## config.mk

```make
export PLATFORM = sky130hd
export DESIGN_NAME = coffee_vendor_flat
export DESIGN_NICKNAME = d
export VERILOG_FILES = /design/src/rtl/coffee_pkg.sv /design/src/rtl/coffee_vendor_if.sv /design/src/rtl/credit_acc.sv /design/src/rtl/coffee_vendor.sv /design/src/flat_wrapper.sv
export SDC_FILE = /design/constraint.sdc
export NUM_CORES = 1
export LEC_CHECK = 0
export CAP_MARGIN = 20
export CORE_UTILIZATION = 44
export DETAILED_ROUTE_END_ITERATION = 8
export GPL_ROUTABILITY_DRIVEN = 0
export PLACE_DENSITY = 0.79
export SETUP_SLACK_MARGIN = 0.05
export SYNTH_ARGS = -nofsm -noshare
export SYNTH_HDL_FRONTEND = slang
export SYNTH_SLANG_ARGS = --single-unit
```

## constraint.sdc

```tcl
create_clock -name clk -period 5 [get_ports clk]
set_input_delay 0.75 -clock clk [delete_from_list [all_inputs] [get_ports clk]]
set_output_delay 0.75 -clock clk [all_outputs]
set_load 0.02 [all_outputs]
```

## src/rtl/coffee_pkg.sv

```systemverilog
// coffee_pkg: shared state encodings and coin values for the coffee vendor.
// Optional feature macro used by this design: CHANGE_EN.
package coffee_pkg;

   typedef enum logic [2:0] {
      ST_IDLE     = 3'd0,
      ST_COLLECT  = 3'd1,
      ST_READY    = 3'd2,
      ST_DISPENSE = 3'd3,
      ST_CHANGE   = 3'd4
   } state_e;

   localparam logic [1:0] COIN05_VAL = 2'd1;
   localparam logic [1:0] COIN10_VAL = 2'd2;

   // Value offered by the coin strobes in one cycle; both together give 3.
   function automatic logic [1:0] coin_value(input logic c05, input logic c10);
      logic [1:0] v05;
      logic [1:0] v10;
      v05 = c05 ? COIN05_VAL : 2'd0;
      v10 = c10 ? COIN10_VAL : 2'd0;
      return v05 + v10;
   endfunction

endpackage

```

## src/rtl/coffee_vendor_if.sv

```systemverilog
// coffee_vendor_if: coin/selector inputs and display/actuator outputs of the
// coffee vendor. The slave side is the controller, the master side drives coins.
interface coffee_vendor_if #(
   parameter int N_PROD   = 3,
   parameter int CREDIT_W = 4
);
   localparam int SEL_W = $clog2(N_PROD + 1);

   logic                credit05;
   logic                credit10;
   logic [SEL_W-1:0]    sel;
   logic                cancel;
   logic [2:0]          current_state;
   logic [CREDIT_W-1:0] credit;
   logic [N_PROD-1:0]   dispense;
   logic                change;
   logic                coin_reject;
   logic                busy;

   modport master (
      output credit05, credit10, sel, cancel,
      input  current_state, credit, dispense, change, coin_reject, busy
   );

   modport slave (
      input  credit05, credit10, sel, cancel,
      output current_state, credit, dispense, change, coin_reject, busy
   );
endinterface

```

## src/rtl/credit_acc.sv

```systemverilog
// credit_acc: saturating credit register. Priority of the controls is
// clear > subtract-PRICE > decrement-by-1 > add. A coin that is not added in
// full (blocked or clipped at LIMIT) raises reject; a clipped coin keeps the
// partial amount.
module credit_acc
   import coffee_pkg::*;
#(
   parameter int CREDIT_W = 4,
   parameter int PRICE    = 4,
   parameter int LIMIT    = 15
) (
   input  logic                clk,
   input  logic                rst,
   input  logic [1:0]          coin_val_i,
   input  logic                add_en_i,
   input  logic                sub_price_i,
   input  logic                dec_i,
   input  logic                clear_i,
   output logic [CREDIT_W-1:0] credit_o,
   output logic [CREDIT_W-1:0] credit_next_o,
   output logic                reject_o
);
   // Two spare bits so credit + coin can never wrap before the limit compare.
   localparam int SUM_W = CREDIT_W + 2;
   localparam logic [SUM_W-1:0]    LIMIT_S = SUM_W'(LIMIT);
   localparam logic [CREDIT_W-1:0] LIMIT_C = CREDIT_W'(LIMIT);
   localparam logic [CREDIT_W-1:0] PRICE_C = CREDIT_W'(PRICE);
   localparam logic [CREDIT_W-1:0] ONE_C   = CREDIT_W'(1);
   localparam logic [CREDIT_W-1:0] ZERO_C  = {CREDIT_W{1'b0}};

   logic [CREDIT_W-1:0] credit_q;
   logic [CREDIT_W-1:0] credit_d;
   logic [SUM_W-1:0]    sum;
   logic                accept;
   logic                reject;

   // Next credit value and coin-reject decision.
   always_comb begin
      credit_d = credit_q;
      sum      = {2'b00, credit_q} + {{CREDIT_W{1'b0}}, coin_val_i};
      accept   = add_en_i & ~clear_i & ~sub_price_i & ~dec_i;
      if (clear_i) begin
         credit_d = ZERO_C;
      end else if (sub_price_i) begin
         credit_d = credit_q - PRICE_C;
      end else if (dec_i) begin
         credit_d = (credit_q != ZERO_C) ? (credit_q - ONE_C) : credit_q;
      end else if (add_en_i) begin
         if (sum > LIMIT_S) begin
            credit_d = LIMIT_C;
         end else begin
            credit_d = sum[CREDIT_W-1:0];
         end
      end else begin
         credit_d = credit_q;
      end
      reject = (coin_val_i != 2'd0) && (!accept || (sum > LIMIT_S));
   end

   // Credit register.
   always_ff @(posedge clk) begin
      if (rst) begin
         credit_q <= ZERO_C;
      end else begin
         credit_q <= credit_d;
      end
   end

   assign credit_o      = credit_q;
   assign credit_next_o = credit_d;
   assign reject_o      = reject;

endmodule

```

## src/rtl/coffee_vendor.sv

```systemverilog
// coffee_vendor: coin-operated beverage controller FSM with registered outputs.
// Optional feature macro: CHANGE_EN (change return and refund on cancel).
// Without CHANGE_EN credit saturates at PRICE and cancel simply clears it.
module coffee_vendor
   import coffee_pkg::*;
#(
   parameter int N_PROD     = 3,
   parameter int PRICE      = 4,
   parameter int CREDIT_W   = 4,
   parameter int MAX_CREDIT = 15
) (
   input  logic            clk,
   input  logic            rst,
   coffee_vendor_if.slave  bus
);
   localparam int SEL_W = $clog2(N_PROD + 1);
`ifdef CHANGE_EN
   localparam int LIMIT = MAX_CREDIT;
`else
   localparam int LIMIT = (PRICE < MAX_CREDIT) ? PRICE : MAX_CREDIT;
`endif
   localparam logic [CREDIT_W-1:0] PRICE_C = CREDIT_W'(PRICE);
   localparam logic [CREDIT_W-1:0] ONE_C   = CREDIT_W'(1);
   localparam logic [CREDIT_W-1:0] ZERO_C  = {CREDIT_W{1'b0}};
   localparam logic [SEL_W-1:0]    NPROD_C = SEL_W'(N_PROD);

   state_e              state_q, state_d;
   logic [N_PROD-1:0]   dispense_q, dispense_d;
   logic                change_q, change_d;
   logic                reject_q;
   logic                busy_q, busy_d;

   logic [1:0]          coin_val;
   logic                sel_valid;
   logic                add_en, sub_price, dec, clear;
   logic [CREDIT_W-1:0] credit_now;
   logic [CREDIT_W-1:0] credit_next;
   logic                acc_reject;

   assign coin_val  = coin_value(bus.credit05, bus.credit10);
   assign sel_valid = (bus.sel != {SEL_W{1'b0}}) && (bus.sel <= NPROD_C);

   credit_acc #(
      .CREDIT_W (CREDIT_W),
      .PRICE    (PRICE),
      .LIMIT    (LIMIT)
   ) u_credit_acc (
      .clk           (clk),
      .rst           (rst),
      .coin_val_i    (coin_val),
      .add_en_i      (add_en),
      .sub_price_i   (sub_price),
      .dec_i         (dec),
      .clear_i       (clear),
      .credit_o      (credit_now),
      .credit_next_o (credit_next),
      .reject_o      (acc_reject)
   );

   // Credit controls from state and inputs only (kept apart from next-state
   // logic so the accumulator's next value never feeds back into them).
   always_comb begin
      add_en    = 1'b0;
      sub_price = 1'b0;
      dec       = 1'b0;
      clear     = 1'b0;
      case (state_q)
         ST_IDLE: begin
            add_en = 1'b1;
         end
         ST_COLLECT: begin
            add_en = 1'b1;
`ifndef CHANGE_EN
            clear  = bus.cancel;
`endif
         end
         ST_READY: begin
            if (sel_valid) begin
               sub_price = 1'b1;
            end else begin
               add_en = 1'b1;
`ifndef CHANGE_EN
               clear  = bus.cancel;
`endif
            end
         end
         ST_DISPENSE: begin
            add_en = 1'b0;
         end
         ST_CHANGE: begin
            dec = 1'b1;
         end
         default: begin
            add_en = 1'b0;
         end
      endcase
   end

   // Next state and the values of the registered outputs.
   always_comb begin
      state_d    = state_q;
      dispense_d = {N_PROD{1'b0}};
      case (state_q)
         ST_IDLE, ST_COLLECT: begin
            if (bus.cancel && (state_q == ST_COLLECT)) begin
`ifdef CHANGE_EN
               state_d = (credit_next != ZERO_C) ? ST_CHANGE : ST_IDLE;
`else
               state_d = ST_IDLE;
`endif
            end else if (credit_next >= PRICE_C) begin
               state_d = ST_READY;
            end else if (credit_next != ZERO_C) begin
               state_d = ST_COLLECT;
            end else begin
               state_d = state_q;
            end
         end
         ST_READY: begin
            if (sel_valid) begin
               state_d = ST_DISPENSE;
               for (int k = 0; k < N_PROD; k++) begin
                  dispense_d[k] = (bus.sel == SEL_W'(k + 1));
               end
            end else if (bus.cancel) begin
`ifdef CHANGE_EN
               state_d = ST_CHANGE;
`else
               state_d = ST_IDLE;
`endif
            end else begin
               state_d = ST_READY;
            end
         end
         ST_DISPENSE: begin
`ifdef CHANGE_EN
            state_d = (credit_now != ZERO_C) ? ST_CHANGE : ST_IDLE;
`else
            state_d = ST_IDLE;
`endif
         end
         ST_CHANGE: begin
            // Last pulse is the one issued while credit is 1.
            state_d = (credit_now <= ONE_C) ? ST_IDLE : ST_CHANGE;
         end
         default: begin
            state_d = ST_IDLE;
         end
      endcase
`ifdef CHANGE_EN
      change_d = (state_d == ST_CHANGE);
`else
      change_d = 1'b0;
`endif
      busy_d = (state_d == ST_DISPENSE) || (state_d == ST_CHANGE);
   end

   // State and output registers.
   always_ff @(posedge clk) begin
      if (rst) begin
         state_q    <= ST_IDLE;
         dispense_q <= {N_PROD{1'b0}};
         change_q   <= 1'b0;
         reject_q   <= 1'b0;
         busy_q     <= 1'b0;
      end else begin
         state_q    <= state_d;
         dispense_q <= dispense_d;
         change_q   <= change_d;
         reject_q   <= acc_reject;
         busy_q     <= busy_d;
      end
   end

   assign bus.current_state = state_q;
   assign bus.credit        = credit_now;
   assign bus.dispense      = dispense_q;
   assign bus.change        = change_q;
   assign bus.coin_reject   = reject_q;
   assign bus.busy          = busy_q;

endmodule

```

## src/flat_wrapper.sv

```systemverilog
// flat-port wrapper written by rule: the top's interface ports become plain ports
module coffee_vendor_flat import coffee_pkg::*;
#(
   parameter int N_PROD     = 3,
   parameter int PRICE      = 4,
   parameter int CREDIT_W   = 4,
   parameter int MAX_CREDIT = 15
)
  (clk, rst, bus_credit05, bus_credit10, bus_sel, bus_cancel, bus_current_state, bus_credit, bus_dispense, bus_change, bus_coin_reject, bus_busy);
  coffee_vendor_if #(.N_PROD(N_PROD), .CREDIT_W(CREDIT_W)) bus_i ();
  input  logic clk;
  input  logic rst;
  input wire logic [$bits(bus_i.credit05)-1:0] bus_credit05;
  input wire logic [$bits(bus_i.credit10)-1:0] bus_credit10;
  input wire logic [$bits(bus_i.sel)-1:0] bus_sel;
  input wire logic [$bits(bus_i.cancel)-1:0] bus_cancel;
  output wire logic [$bits(bus_i.current_state)-1:0] bus_current_state;
  output wire logic [$bits(bus_i.credit)-1:0] bus_credit;
  output wire logic [$bits(bus_i.dispense)-1:0] bus_dispense;
  output wire logic [$bits(bus_i.change)-1:0] bus_change;
  output wire logic [$bits(bus_i.coin_reject)-1:0] bus_coin_reject;
  output wire logic [$bits(bus_i.busy)-1:0] bus_busy;
  assign bus_i.credit05 = bus_credit05;
  assign bus_i.credit10 = bus_credit10;
  assign bus_i.sel = bus_sel;
  assign bus_i.cancel = bus_cancel;
  assign bus_current_state = bus_i.current_state;
  assign bus_credit = bus_i.credit;
  assign bus_dispense = bus_i.dispense;
  assign bus_change = bus_i.change;
  assign bus_coin_reject = bus_i.coin_reject;
  assign bus_busy = bus_i.busy;
  coffee_vendor #(.N_PROD(N_PROD), .PRICE(PRICE), .CREDIT_W(CREDIT_W), .MAX_CREDIT(MAX_CREDIT)) u_core (.clk(clk), .rst(rst), .bus(bus_i));
endmodule
```

; ---- After elaboration in Yosys (flattened, before gate mapping)
; Cells that the tools add are included.
[op_classes]
add_sub_neg = 4
mul = 0
div = 0
order_cmp = 4
eq_ne = 8
n_shift = 0
mux = 22
bitwise = 8
reduce_logical = 13
[ops]
columns = operator, n
row1 = 2-to-1 mux 4 bit, 6
row2 = 2-to-1 mux 3 bit, 5
row3 = one-hot mux 3 bit (3 select lines), 1
row4 = nonzero test 4 bit, 2
row5 = "== test 3 x 2 -> 1 bit, second input constant", 2
row6 = "== test 3 bit, second input constant", 2
row7 = "greater-than comparator 6 x 3 -> 1 bit, second input constant", 1
row8 = 2-to-1 mux 1 bit, 6
row9 = adder 4 x 2 -> 5 bit, 1
row10 = NOT 1 bit, 5
row11 = "== test 2 bit, second input constant", 2
row12 = "greater-or-equal comparator 4 x 3 -> 1 bit, second input constant", 1
row13 = "less-or-equal comparator 4 x 1 -> 1 bit, second input constant", 1
row14 = 2-to-1 mux 2 bit, 2
row15 = one-hot mux 1 bit (2 select lines), 2
row16 = nonzero test 2 bit, 2
row17 = "subtractor 4 x 1 -> 4 bit, second input constant", 1
row18 = "subtractor 4 x 3 -> 4 bit, second input constant", 1
row19 = bitwise AND 1 bit, 3
row20 = "== test 3 x 1 -> 1 bit, second input constant", 1
row21 = logical AND 1 bit, 3
row22 = zero test 3 bit, 1
row23 = OR reduction 3 bit, 1
row24 = adder 2 bit, 1
row25 = 5 further kinds, 6
[word_totals]
ff_bits = 12
latch_bits = 0
ramBits = 0
mem_bits_ro = 0
input_bits = 7
out_inout_bits = 13
word_cells = 64
memories = 0

; ---- Depth between registers and ports, before layout
[depth]
word_depth = 16
ltp_mapped = 8
depth_no_buf = 8

; ---- By module
; From an unflattened synthesis, not the netlist that was laid out.
[hier_totals]
hier_cells = 109
area_unflattened_um2 = 912.1
[modules_own_cells]
columns = mod, instances, cells_per_inst, area_each_um2, seq_area_each_um2
row1 = credit_acc, 1, 75, 575.6, 80.1
row2 = coffee_vendor, 1, 34, 336.6, 160.2

; ---- Least setup slack after synthesis
; OpenSTA, ideal clock, no wires.
[synth_timing]
path_kind = input to register
start = input port bus_credit05
end = register u_core.state_q[0], in the netlist u_core.bus.current_state[0]
setup_ns = 0.073
t_arrival_ns = 2.346
t_required_ns = 4.927
setup_slack_ns = 2.581
cell_stages = 8
n_path_buf = 0
path_cell_list = ha_1 -> inv_1 -> fa_1 -> or2b_2 -> a311oi_1 -> and3_1 -> o41ai_2 -> o22ai_2
[synth_via]
elab_chain_len = 14
elab_cells_between_ends = 15
cone_classes = add/sub (2) / order compare (2) / mux (10) / reduce/logical (1)
[synth_lines]
columns = item, line
row1 = "start, declared", flat_wrapper.sv:13  ; input wire logic [$bits(bus_i.credit05)-1:0] bus_credit05;
row2 = 2-to-1 mux 1 bit *, coffee_pkg.sv:20  ; v05 = c05 ? COIN05_VAL : 2'd0;
row3 = adder 2 bit *, coffee_pkg.sv:22  ; return v05 + v10;
row4 = adder 4 x 2 -> 5 bit *, credit_acc.sv:40  ; sum = {2'b00, credit_q} + {{CREDIT_W{1'b0}}, coin_val_i};
row5 = greater-than comparator 6 x 3 -> 1 bit, credit_acc.sv:49  ; if (sum > LIMIT_S) begin
row6 = 2-to-1 mux 4 bit *, credit_acc.sv:49
row7 = 2-to-1 mux 4 bit *, credit_acc.sv:48  ; end else if (add_en_i) begin
row8 = 2-to-1 mux 4 bit *, credit_acc.sv:46  ; end else if (dec_i) begin
row9 = 2-to-1 mux 4 bit *, credit_acc.sv:44  ; end else if (sub_price_i) begin
row10 = 2-to-1 mux 4 bit *, credit_acc.sv:42  ; if (clear_i) begin
row11 = branches (longest 2 deep; another with greater-or-equal comparator 4 x 3 -> 1 bit), --
row12 = 2-to-1 mux 3 bit *, coffee_vendor.sv:111  ; end else if (credit_next >= PRICE_C) begin
row13 = 2-to-1 mux 3 bit *, coffee_vendor.sv:105  ; if (bus.cancel && (state_q == ST_COLLECT)) begin
row14 = one-hot mux 3 bit (3 select lines) *, coffee_vendor.sv:103  ; case (state_q)
row15 = "end signal, assigned", coffee_vendor.sv:167  ; state_q <= state_d;
row16 = "end, declared", coffee_vendor.sv:27  ; state_e state_q, state_d;
; Mark *: on every way between the ends.
; A chain may end at the register's enable or synchronous reset.

; ---- Worst setup path in the final report
; Ends and elaborated chain as after synthesis.

==> run summary <==
Status -> complete, no violations
N_diodes -> 0
Adder-Cell Fraction of Synth Area -> 11.3%
R2R setup slack -> 2.65 ns
Post-synthesis mux area share -> 3.29%
Share of the synthesized area in the top cell type -> 25.2%
Post-synth EDFFs -> 0
Synth Instances -> 105
Slew Limit Fails -> 0
Pwr Total -> 671 uW
Post-CTS Resized -> 0
CTS tree -> built
Cell area after synthesis -> 952 um2
H-tree levels -> 1
Synth cell types -> 51
DRT Pass-1 Iters -> 4
Hold buffers post-CTS -> 0
Worst Path Arrival -> 3.04 ns
Layout area overhead -> 18.3%
CP peak stage delay -> 0.50 ns
CTS buffer count -> 3
DP HPWL -> 1.55 mm
Post-CTS setup buffer count -> 0
Slew Limit Headroom -> 65.0%
WP data required -> 5.21 ns
Post-synth top area cell -> dfxtp_1
Clock Skews -> 0.00520 ns
Die W -> 48.5 um
CP Buf/Inv Count -> 2
Antenna-violating nets left -> 0
DRC violation total after the first TritonRoute iteration -> 18
Drt total wl -> 2.14 mm
Final min period -> 2.83 ns
Critical Path Slowest Stage Cell -> fa_1
Worst setup startpoint -> bus_credit05
Num ports -> 20
Total core area -> 2000 um2
Final hold vios -> 0
WP depth -> 9
Lkg Pwr -> 0.000439 uW
Hold Crit Depth -> 2
Post-synthesis simple-gate area fraction -> 22.9%
Share of post-route cells with drive strength above 1 -> 18.5%
Crit path launch type -> input port
Largest family of logic cells by synthesized area -> compound AO/OA/AOI/OAI gates
Synth Register Bits -> 12
Initial antenna violation count -> 0
Synth Flop Type -> dfxtp_1
PD cells -> 596 nW/um2
Clk_lat worst skew -> 0.28 ns
Reg2Reg Depth -> 8
Worst hold path type -> register to register
Largest net degree at the start of global routing -> 14
Setup_tns -> 0 ns
Die area -> 2350 um2
CP delay by family, top -> adder cells
Worst-margin pin slew -> 0.525 ns
Setup crit end -> u_core.bus.current_state[0]
Asr flop ratio synth -> 0%
Layout Nets -> 135
CTS Sinks -> 12
GR Overflow Total -> 0
Xor/xnor share of the synthesized area -> 0.920%
Final worst path period share -> 56.5%
Fmax achieved -> 354 MHz
I/O Buffers -> 18
Syn avg cell area -> 9.07 um2
Worst vdd ir -> 0.298 mV
Synth top area cells -> dfxtp_1 25%, ha_1 9.2%, nor2_1 3.9%
Reg2reg start -> u_core.u_credit_acc.credit_o[0]
Drt drc -> 0
Initial Utilization -> 47.6%
Max_cap viols -> 0
Root Buffer -> clkbuf_4
Max Buffers Root-to-Sink -> 2
Compound-gate portion of the synthesized area -> 25.2%
Critical setup path kind -> input port to register
Seq/Total Area, Yosys -> 25.2%
Clock transition at path regs -> 0.08 ns
Setup Viol. Count Final -> 0
Vias per cell -> 5.75
CP max FO -> 3
Die H -> 48.5 um
Critical-path cell list -> clkdlybuf4s50_1 > ha_1 > inv_1 > fa_1 > or2b_2 > a311oi_1 > and3_1 > o41ai_2 > o22ai_2
Synth Net Count -> 120
DR WL/cell -> 14.6 um
Vias in the first global route -> 806
Unrepaired setup endpoints after global routing -> false
First-pass GRT wire length -> 3.63 mm
Tot GR Track Use -> 19.8%
Routed via count -> 840
Critical Path End Type -> register
FP Rows -> 16
Reg-to-reg endpoint -> u_core.bus.current_state[0]
Ys Warns -> 0
## power by group
group | total, uW | internal [uW] | switching (uW)
logic | 418 | 213 | 205
clock network | 78.5 | 44.3 | 34.2
registers | 174 | 122 | 52.4
total | 671 | 379 | 292
## tightest hold or removal path: stages, from the launching register on
cell     delay, ns
dfxtp_1       0.46
nand3_1       0.16
nor2_1        0.04
## sequential cells by signal, indices dropped and copies added (netlist names)
name                          cells
u_core.u_credit_acc.credit_o      4
u_core.bus.current_state          3
u_core.bus.dispense               3
u_core.bus.busy                   1
u_core.bus.coin_reject            1
## layout by cell type (no fill, tap or decap), drive strengths merged, types with 2 or more instances in the layout
cell type,instances
or2b,3
nand4,2
a21o,3
and2b,2
inv,7
clkbuf,4
clkdlybuf4s50,18
nand3,2
or2,2
mux2i,2
dfxtp,12
ha,7
and3,3
o21ai,6
a21oi,4
nor2,11
nor3,2
a211oi,4
o22ai,2
## worst min path at each step
| stage | startpoint | to | slack (ns) |
|---|---|---|---|
| finish | u_core.bus.current_state[2] | u_core.bus.current_state[2] | 0.70 |
| global route | u_core.bus.current_state[2] | u_core.bus.current_state[2] | 0.74 |
| CTS | u_core.bus.current_state[2] | u_core.bus.current_state[2] | 0.70 |
| detailed placement | u_core.bus.current_state[2] | u_core.bus.current_state[2] | 0.68 |
| global placement | u_core.bus.current_state[2] | u_core.bus.current_state[2] | 0.66 |
| floorplan | u_core.bus.current_state[2] | u_core.bus.dispense[1] | 0.73 |
## synthesized netlist by cell type (2+ instances only)
library cell / number
inv_1: 7
or2_1: 2
nor2_1: 10
or2b_2: 3
mux2i_1: 2
buf_4: 2
clkbuf_8: 2
ha_1: 7
dfxtp_1: 12
nand3_1: 2
o21ai_0: 6
a21oi_1: 4
nand4_1: 2
a211oi_1: 3
a21o_2: 2
and2b_2: 2
nor3_1: 2
and3_2: 2
## cell families (layout without fill, tap and decap cells)
logic type / Yosys count / count (layout)
DFF: 12 / 12
other: 1 / 1
xor gates and xnor gates: 1 / 1
and+or+nand+nor: 36 / 36
buffers and inverters: 15 / 29
AOI/OAI and AO/OA: 29 / 29
adders and majority gates: 8 / 8
muxes: 3 / 3
## stage by stage
| stage | cell area (um2) | hold WS, ns | cells | util, % | worst slack (ns) |
|---|---|---|---|---|---|
| 2_1_floorplan | 952 | 0.732 | 105 | - | 2.58 |
| 3_3_place_gp | 1090 | 0.658 | 142 | 54.4 | 2.01 |
| 3_5_place_dp | 1090 | 0.676 | 142 | 54.4 | 1.92 |
| 4_1_cts | 1130 | 0.695 | 146 | 56.3 | 2.19 |
| 5_1_grt | 1130 | 0.743 | 146 | 56.3 | 2.08 |
| 6_report | 1130 | 0.699 | 146 | 56.3 | 2.17 |
## cell type report
cell class / instances / area [um2]
multi-input combinational: 78 / 609
sequential: 12 / 240
fill: 198 / 876
clock buffer: 4 / 36.3
timing repair buffer: 18 / 180
tap: 27 / 33.8
inverter: 7 / 26.3
## per-layer routing
metal	GRT usage, %	wire length (um)	vias up
li1	-	-	408
met1	24.7	992	404
met3	1.89	88	5
met2	34.3	1010	23
met4	8.82	41	0
met5	0	0	-
No activity file was read; power rests on OpenSTA's default activity.
